$ cat config.mk
export PLATFORM = sky130hd
export DESIGN_NAME = fetch_unit
export DESIGN_NICKNAME = d
export VERILOG_FILES = /design/src/rtl/fetch_unit_pkg.sv /design/src/rtl/fetch_unit_pc_register.sv /design/src/rtl/fetch_unit.sv
export SDC_FILE = /design/constraint.sdc
export NUM_CORES = 1
export LEC_CHECK = 0
export ABC_AREA = 1
export CAP_MARGIN = 0
export CORE_ASPECT_RATIO = 1.75
export CORE_MARGIN = 8
export CORE_UTILIZATION = 30
export CTS_CLUSTER_DIAMETER = 120
export DETAILED_ROUTE_END_ITERATION = 7
export HOLD_SLACK_MARGIN = 0.03
export PLACE_DENSITY = 0.64
export SKIP_CTS_REPAIR_TIMING = 1
export SYNTH_ARGS = -nofsm -noshare
export SYNTH_HDL_FRONTEND = slang
export SYNTH_SLANG_ARGS = --single-unit
$ cat constraint.sdc
create_clock -name CLK -period 1.9 [get_ports CLK]
set_clock_uncertainty 0.2 [all_clocks]
set_input_delay 0.57 -clock CLK [delete_from_list [all_inputs] [get_ports CLK]]
set_output_delay 0.57 -clock CLK [all_outputs]
set_load 0.03 [all_outputs]
$ cat src/rtl/fetch_unit_pkg.sv
// Shared definitions for the fetch stage: state encoding and default widths/addresses,
// also consumed by the datapath.
package fetch_unit_pkg;

    localparam int ADDR_W_DEF = 16;
    localparam int DATA_W_DEF = 16;
    localparam logic [15:0] RESET_PC_DEF = 16'h0000;
    localparam int PC_STEP_DEF = 2;

    typedef enum logic [1:0] {
        IDLE  = 2'd0,
        FETCH = 2'd1,
        HOLD  = 2'd2,
        DRAIN = 2'd3
    } fetch_state_t;

endpackage

$ cat src/rtl/fetch_unit_pc_register.sv
// Program counter register: synchronous reset, load enable, choice of
// sequential increment or redirect target.
module pc_register #(
    parameter int ADDR_W = 16,
    parameter logic [ADDR_W-1:0] RESET_PC = '0,
    parameter int PC_STEP = 2
) (
    input  logic              clk,
    input  logic              reset,
    input  logic              load,
    input  logic              use_redirect,
    input  logic [ADDR_W-1:0] redirect_pc,
    output logic [ADDR_W-1:0] pc
);

    always_ff @(posedge clk) begin
        if (reset) begin
            pc <= RESET_PC;
        end else if (load) begin
            // increment wraps naturally at the register width
            pc <= use_redirect ? redirect_pc : pc + ADDR_W'(PC_STEP);
        end
    end

endmodule

$ cat src/rtl/fetch_unit.sv
// Instruction fetch stage: owns the PC, reads instruction memory over req/ack and
// hands each word with its address to decode over valid/ready.
//
// state | meaning
// IDLE  | just out of reset, fetch starts next cycle
// FETCH | request outstanding at pc, waiting for ack
// HOLD  | ir/ir_pc valid, waiting for consumer
// DRAIN | stale request still outstanding after a redirect, data will be dropped
module fetch_unit
    import fetch_unit_pkg::*;
#(
    parameter int ADDR_W = ADDR_W_DEF,
    parameter int DATA_W = DATA_W_DEF,
    parameter logic [ADDR_W-1:0] RESET_PC = ADDR_W'(RESET_PC_DEF),
    parameter int PC_STEP = PC_STEP_DEF
) (
    input  logic              CLK,
    input  logic              Reset,
    output logic              mem_req,
    output logic [ADDR_W-1:0] mem_addr,
    input  logic              mem_ack,
    input  logic [DATA_W-1:0] mem_rdata,
    input  logic              redirect_valid,
    input  logic [ADDR_W-1:0] redirect_pc,
    output logic [DATA_W-1:0] ir,
    output logic [ADDR_W-1:0] ir_pc,
    output logic              ir_valid,
    input  logic              ir_ready,
    output logic [ADDR_W-1:0] pc
);

    fetch_state_t state;
    logic         pc_load;

    assign pc_load = redirect_valid || (state == FETCH && mem_ack);

    pc_register #(
        .ADDR_W   (ADDR_W),
        .RESET_PC (RESET_PC),
        .PC_STEP  (PC_STEP)
    ) u_pc_register (
        .clk          (CLK),
        .reset        (Reset),
        .load         (pc_load),
        .use_redirect (redirect_valid),
        .redirect_pc  (redirect_pc),
        .pc           (pc)
    );

    // Outputs are registered alongside the state, so each branch sets the values
    // the next state decodes to; the next fetch address is pc after this edge's update.
    always_ff @(posedge CLK) begin
        if (Reset) begin
            state    <= IDLE;
            ir       <= '0;
            ir_pc    <= '0;
            ir_valid <= 1'b0;
            mem_req  <= 1'b0;
            mem_addr <= RESET_PC;
        end else begin
            case (state)
                IDLE: begin
                    state    <= FETCH;
                    mem_req  <= 1'b1;
                    mem_addr <= redirect_valid ? redirect_pc : pc;
                end
                FETCH: begin
                    if (redirect_valid) begin
                        if (mem_ack) begin
                            state    <= FETCH;
                            mem_addr <= redirect_pc;
                        end else begin
                            state <= DRAIN;
                        end
                    end else if (mem_ack) begin
                        state    <= HOLD;
                        ir       <= mem_rdata;
                        ir_pc    <= pc;
                        ir_valid <= 1'b1;
                        mem_req  <= 1'b0;
                    end
                end
                HOLD: begin
                    if (redirect_valid || ir_ready) begin
                        state    <= FETCH;
                        ir_valid <= 1'b0;
                        mem_req  <= 1'b1;
                        mem_addr <= redirect_valid ? redirect_pc : pc;
                    end
                end
                DRAIN: begin
                    if (mem_ack) begin
                        state    <= FETCH;
                        mem_addr <= redirect_valid ? redirect_pc : pc;
                    end
                end
                default: begin
                    state    <= IDLE;
                    ir_valid <= 1'b0;
                    mem_req  <= 1'b0;
                end
            endcase
        end
    end

endmodule
# [After elaboration in Yosys (flattened, before gate mapping)]
# Cells that the tools add are included.
[totals] ff_bits=68 inputBits=37 output_inout_bits=66 word_cells=50
[classes] add_sub_neg=1 n_eq_ne=9 mux=21 bitwise_logic=1 reduce_logical=11
[ops] cell="two-way mux 16 bit" count=6
[ops] cell="one-hot mux 16 bit (4 select lines)" count=1
[ops] cell="adder 16 x 2 -> 16 bit (second input constant)" count=1
[ops] cell="AND reduction 4 bit" count=3
[ops] cell="two-way mux 2 bit" count=5
[ops] cell="inequality test 2 bit (second input constant)" count=5
[ops] cell="one-hot mux 2 bit (4 select lines)" count=1
[ops] cell="two-way mux 1 bit" count=6
[ops] cell="AND reduction 3 bit" count=2
[ops] cell="== test 2 bit (second input constant)" count=2
[ops] cell="inequality test 3 bit (second input constant)" count=1
[ops] cell="one-hot mux 1 bit (3 select lines)" count=1
[ops] cell="nonzero test 3 bit" count=1
[ops] cell="== test 2 x 1 -> 1 bit (second input constant)" count=1
[ops] cell="zero test 2 bit" count=1
[ops] cell="logical OR 1 bit" count=2
[ops] cell="one-hot mux 1 bit (2 select lines)" count=1
[ops] cell="nonzero test 2 bit" count=1
[ops] cell="logical AND 1 bit" count=1
[ops] cell="NOT 1 bit" count=1

# [Logic depth before layout (Yosys ltp)]
[depth] ltp_word=3 mapped_depth=9 depth_no_buf=9

# [Modules after synthesis]
# A second synthesis with hierarchy kept.
[hier_totals] cells_unflattened=488 hier_area_um2=3335.7
[modules_own_cells] module="fetch_unit" instances=1 cells_per_inst=328 area_each_um2=2282.2 seq_area_each_um2=1041.0
[modules_own_cells] module="pc_register" instances=1 cells_per_inst=160 area_each_um2=1053.5 seq_area_each_um2=320.3

# [Worst setup path before layout]
# OpenSTA, ideal clock, no wires.
[synth_path] kind="register -> register" start="register u_pc_register.pc[2]" end="register u_pc_register.pc[13]" setup_ns=0.057 t_arrival_ns=1.468 t_required_ns=1.643 path_slack_ns=0.175 stages_incl_launch_ff=10 path_buffers=0 synth_period_minus_slack_ns=1.725 cell_sequence="dfxtp_1 ha_1 nand2_1 nor2_2 nand2_1 nor2_1 nand2_1 nand3b_1 nand2_1 inv_1"
[synth_between] elab_chain_len=2
[synth_lines] item="start: declaration" line_no="fetch_unit_pc_register.sv:13" text="output logic [ADDR_W-1:0] pc"
[synth_lines] item="start signal: assignment" line_no="fetch_unit_pc_register.sv:21" text="pc <= use_redirect ? redirect_pc : pc + ADDR_W'(PC_STEP);"
[synth_lines] item="adder 16 x 2 -> 16 bit" line_no="fetch_unit_pc_register.sv:21"
[synth_lines] item="two-way mux 16 bit" line_no="fetch_unit_pc_register.sv:21"
# No other way between the ends.
# A chain may end at the register's enable or synchronous reset.

# [Final worst setup path]
[layout_path] start="register u_pc_register.pc[11]" end="output pc[11]"
[layout_rtl] item="end: declaration" line_no="fetch_unit.sv:29" text="output logic [ADDR_W-1:0] pc"
# No word-level cell between the ends.

==> qor.yml <==
floorplan:
  die_area_sq_um: 14400
  design.portCount: 103
  number_of_core_rows: 50
  coreArea_sq_um: 10600
  die_y_microns: 153
  floorplan.initialDensity: 0.303
  die_width_microns: 94.2
sta:
  rsz0062_at_grt: "no"
  timing.fmax_ghz: 0.537
  layout_worst_path_cycle_share: 0.981
  timing_hold_violations_final: 0
  setup_total_negative_slack_ps: 0
  timing.final.setup_violations: 0
  worst_slew_margin_rel: 0.762
  hold_slack_ps: 277
  finalWorstPathRequiredPeriod_ps: 1860
  tightest_slew_ps: 356
  slew_violations: 0
hold_path:
  min-delay-path-class: "reg2reg"
  worstHoldEndpoint: "ir[6]"
  holdPathStages: 2
  timing.hold.worst.start: "ir[6]"
clock_network:
  clock_tree_from_tritoncts: "built"
  worst_skew_pair.late_latency_ps: 330
  cts_sinks: 68
  clock_tree.htree_level_count: 3
  clock_path_buffers: 2
  cts-root-buf: "sky130_fd_sc_hd__clkbuf_16"
  numCtsBuffers: 9
  cts.clk_slew.worst_paths_ps: 50
finish:
  layout_cell_share_with_drive_strength_beyond_1: 0.193
  syn2layout_area_growth_pct: 63.3
  fillerInstances: 1012
  core_util_final: 0.495
  finish.cell_count_without_fillers: 720
  antennaDiodeCount: 0
  design.final.nets: 624
synthesis:
  post_synth_main_area_contributors: "sky130_fd_sc_hd__dfxtp_1, sky130_fd_sc_hd__nor2_1, sky130_fd_sc_hd__nand2_1"
  synth.lib_cells_used.distinct: 34
  post_synth.cell_area_avg_sq_um: 6.97
  leading_cell_type_by_number_of_instances_after_synthesis: "sky130_fd_sc_hd__nor2_1"
  edff_count_synth: 0
  synthesis.area_sq_um: 3210
  mappedNetlistNets: 498
  synth_async_sr_flop_share: 0
  yosysWarnings: 0
  synth_largest_type_area_fraction: 0.425
  netlist.top_cell.by_area: "sky130_fd_sc_hd__dfxtp_1"
  post_synth_fa_ha_maj_area_fraction: 0.00390
  post_synthesis_xor_xnor_area_fraction: 0.00273
  synth_seq_cells: 68
  most_used_flip_flop_cell_after_synthesis: "sky130_fd_sc_hd__dfxtp_1"
  synthCells: 460
  synth_sequential_area_ratio: 0.425
  synth-compound-area-share: 0.150
  dominant_combinational_cell_family_by_area_after_synthesis: "simple AND/OR/NAND/NOR gates"
  ys_top_cells_by_count: "sky130_fd_sc_hd__nor2_1, sky130_fd_sc_hd__nand2_1, sky130_fd_sc_hd__dfxtp_1, sky130_fd_sc_hd__o21ai_0, sky130_fd_sc_hd__inv_1"
  synth-simple-area-share: 0.319
  muxShareOfSynthArea: 0
status:
  status: "complete, no violations"
global_route:
  grt_antenna_before_repair: 0
  grt_util_all_layers: 0.154
  globalRoute.totalOverflow: 0
  vias_in_the_first_global_route: 3407
  first_pass_grt_wire_length_microns: 17400
  grt_start_max_net_pins: 38
placed_design:
  place.detailed.instances: 701
  port_buffers: 102
  detailed_place_hpwl_microns: 8380
  gp_congestion: 0.919
worst_setup_path:
  timing.critical_path.required_ps: 1130
  critical_path_endpoint_category: "primary output"
  logic_depth_of_the_worst_register_to_register_path: 7
  crit_family: "flip-flops"
  crit_path_start_kind: "flip-flop"
  critical_path.cell_chain: "buf_4"
  worstReg2RegEnd: "u_pc_register.pc[14]"
  timing.critical_path.fanout_max: 6
  critPathKind: "reg2out"
  reg2reg_setup_slack_ps: 190
  critical_path_buf_inv_count: 1
  r2r_start: "u_pc_register.pc[4]"
  critical-path-max-stage-delay_ps: 530
  cell_with_the_biggest_individual_delay_on_the_critical_path: "sky130_fd_sc_hd__dfxtp_1"
  worstPathArrival_ps: 1090
power_and_ir_drop:
  worst_ir_drop_vdd_uv: 547
  power.density_cell_area_nw_per_um2: 864
  report.power.total_w: 0.00453
  leakage_nw: 2.76
routing:
  detailed_route_vias_per_instance: 4.78
  drt-wirelength-per-cell_microns: 15.7
  drt-pass1-iter-count: 4
  drt_iter0_drc: 219
  detail_route.wirelength_microns: 11300
  post-route-drc-count: 0
  antenna_violating_nets_post_route: 0
  routed-via-count: 3441
job:
  cap_violations: 0
## cell usage in the layout (no fill, tap or decap), types with 11 or more instances in the layout
cell and n:
sky130_fd_sc_hd__nor2_1 91, sky130_fd_sc_hd__nand2_1 88, sky130_fd_sc_hd__dfxtp_1 68, sky130_fd_sc_hd__o21ai_0 53, sky130_fd_sc_hd__buf_4 39, sky130_fd_sc_hd__dlymetal6s2s_1 36
sky130_fd_sc_hd__inv_1 35, sky130_fd_sc_hd__clkdlybuf4s50_1 34, sky130_fd_sc_hd__buf_12 27, sky130_fd_sc_hd__nand3_1 26, sky130_fd_sc_hd__a21oi_1 18, sky130_fd_sc_hd__clkbuf_16 11
## worst max-delay path by stage
stage / from / endpoint / slack, ps / cells after the start
after floorplan: u_pc_register.pc[2] / u_pc_register.pc[13] / 170 / 9
after global placement: redirect_valid / mem_addr[1] / -420 / 7
after detailed placement: redirect_valid / mem_addr[1] / -450 / 7
after CTS: mem_addr[8] / mem_addr[8] / -250 / 1
after global routing: u_pc_register.pc[11] / pc[11] / 20 / 1
final: u_pc_register.pc[11] / pc[11] / 40 / 1
## state kept, by name, indices dropped and copies added, names as in the netlist
| register | count |
|---|---|
| mem_addr | 16 |
| state | 2 |
| mem_req | 1 |
| ir | 16 |
| ir_valid | 1 |
| ir_pc | 16 |
| u_pc_register.pc | 16 |
## routing by layer
layer,global-route usage,up-vias,part of all wire
li1,-,1728,-
met4,0.0768,0,0.024
met2,0.275,113,0.53
met3,0.0390,20,0.058
met1,0.159,1580,0.39
met5,0,-,0
## worst register-to-register path, stage by stage, from the launching register on
cell and delay (ps):
sky130_fd_sc_hd__dfxtp_1 460, sky130_fd_sc_hd__nand2_1 120, sky130_fd_sc_hd__nor2_1 270, sky130_fd_sc_hd__nand2_1 190, sky130_fd_sc_hd__o21ai_0 190, sky130_fd_sc_hd__nand3_1 90
sky130_fd_sc_hd__nand2_1 60, sky130_fd_sc_hd__inv_1 30
## per-stage QoR
step / area [sq um] / setup WS, ps
after global placement: 4720 / -415
after detailed placement: 4720 / -453
after floorplan: 3210 / 175
after global routing: 5240 / 19.0
final: 5240 / 36.6
after CTS: 5040 / -252
## report_power, final
group	total [W]	switching (W)	internal, W
logic	0.00110	0.000581	0.000519
registers	0.00164	0.000104	0.00154
clock network	0.00179	0.000610	0.00118
total	0.00453	0.00129	0.00323
## logic make-up after synthesis
family,count (synthesis)
and+or+nand+nor,233
AOI/OAI and AO/OA,91
DFF,68
buffers and inverters,66
xor gates and xnor gates,1
adders and majority gates,1
## final cells by class
type | instances | area (sq um) | share of cell area
multi-input combinational | 326 | 1550 | 0.296
inverter | 42 | 163 | 0.0311
clock buffer | 11 | 243 | 0.0463
clock inverter | 4 | 73.8 | 0.0141
sequential | 68 | 1360 | 0.260
tap | 130 | 163 | 0.0311
timing repair buffer | 139 | 1690 | 0.322
Note: power is estimated with default switching activity, not from simulation.
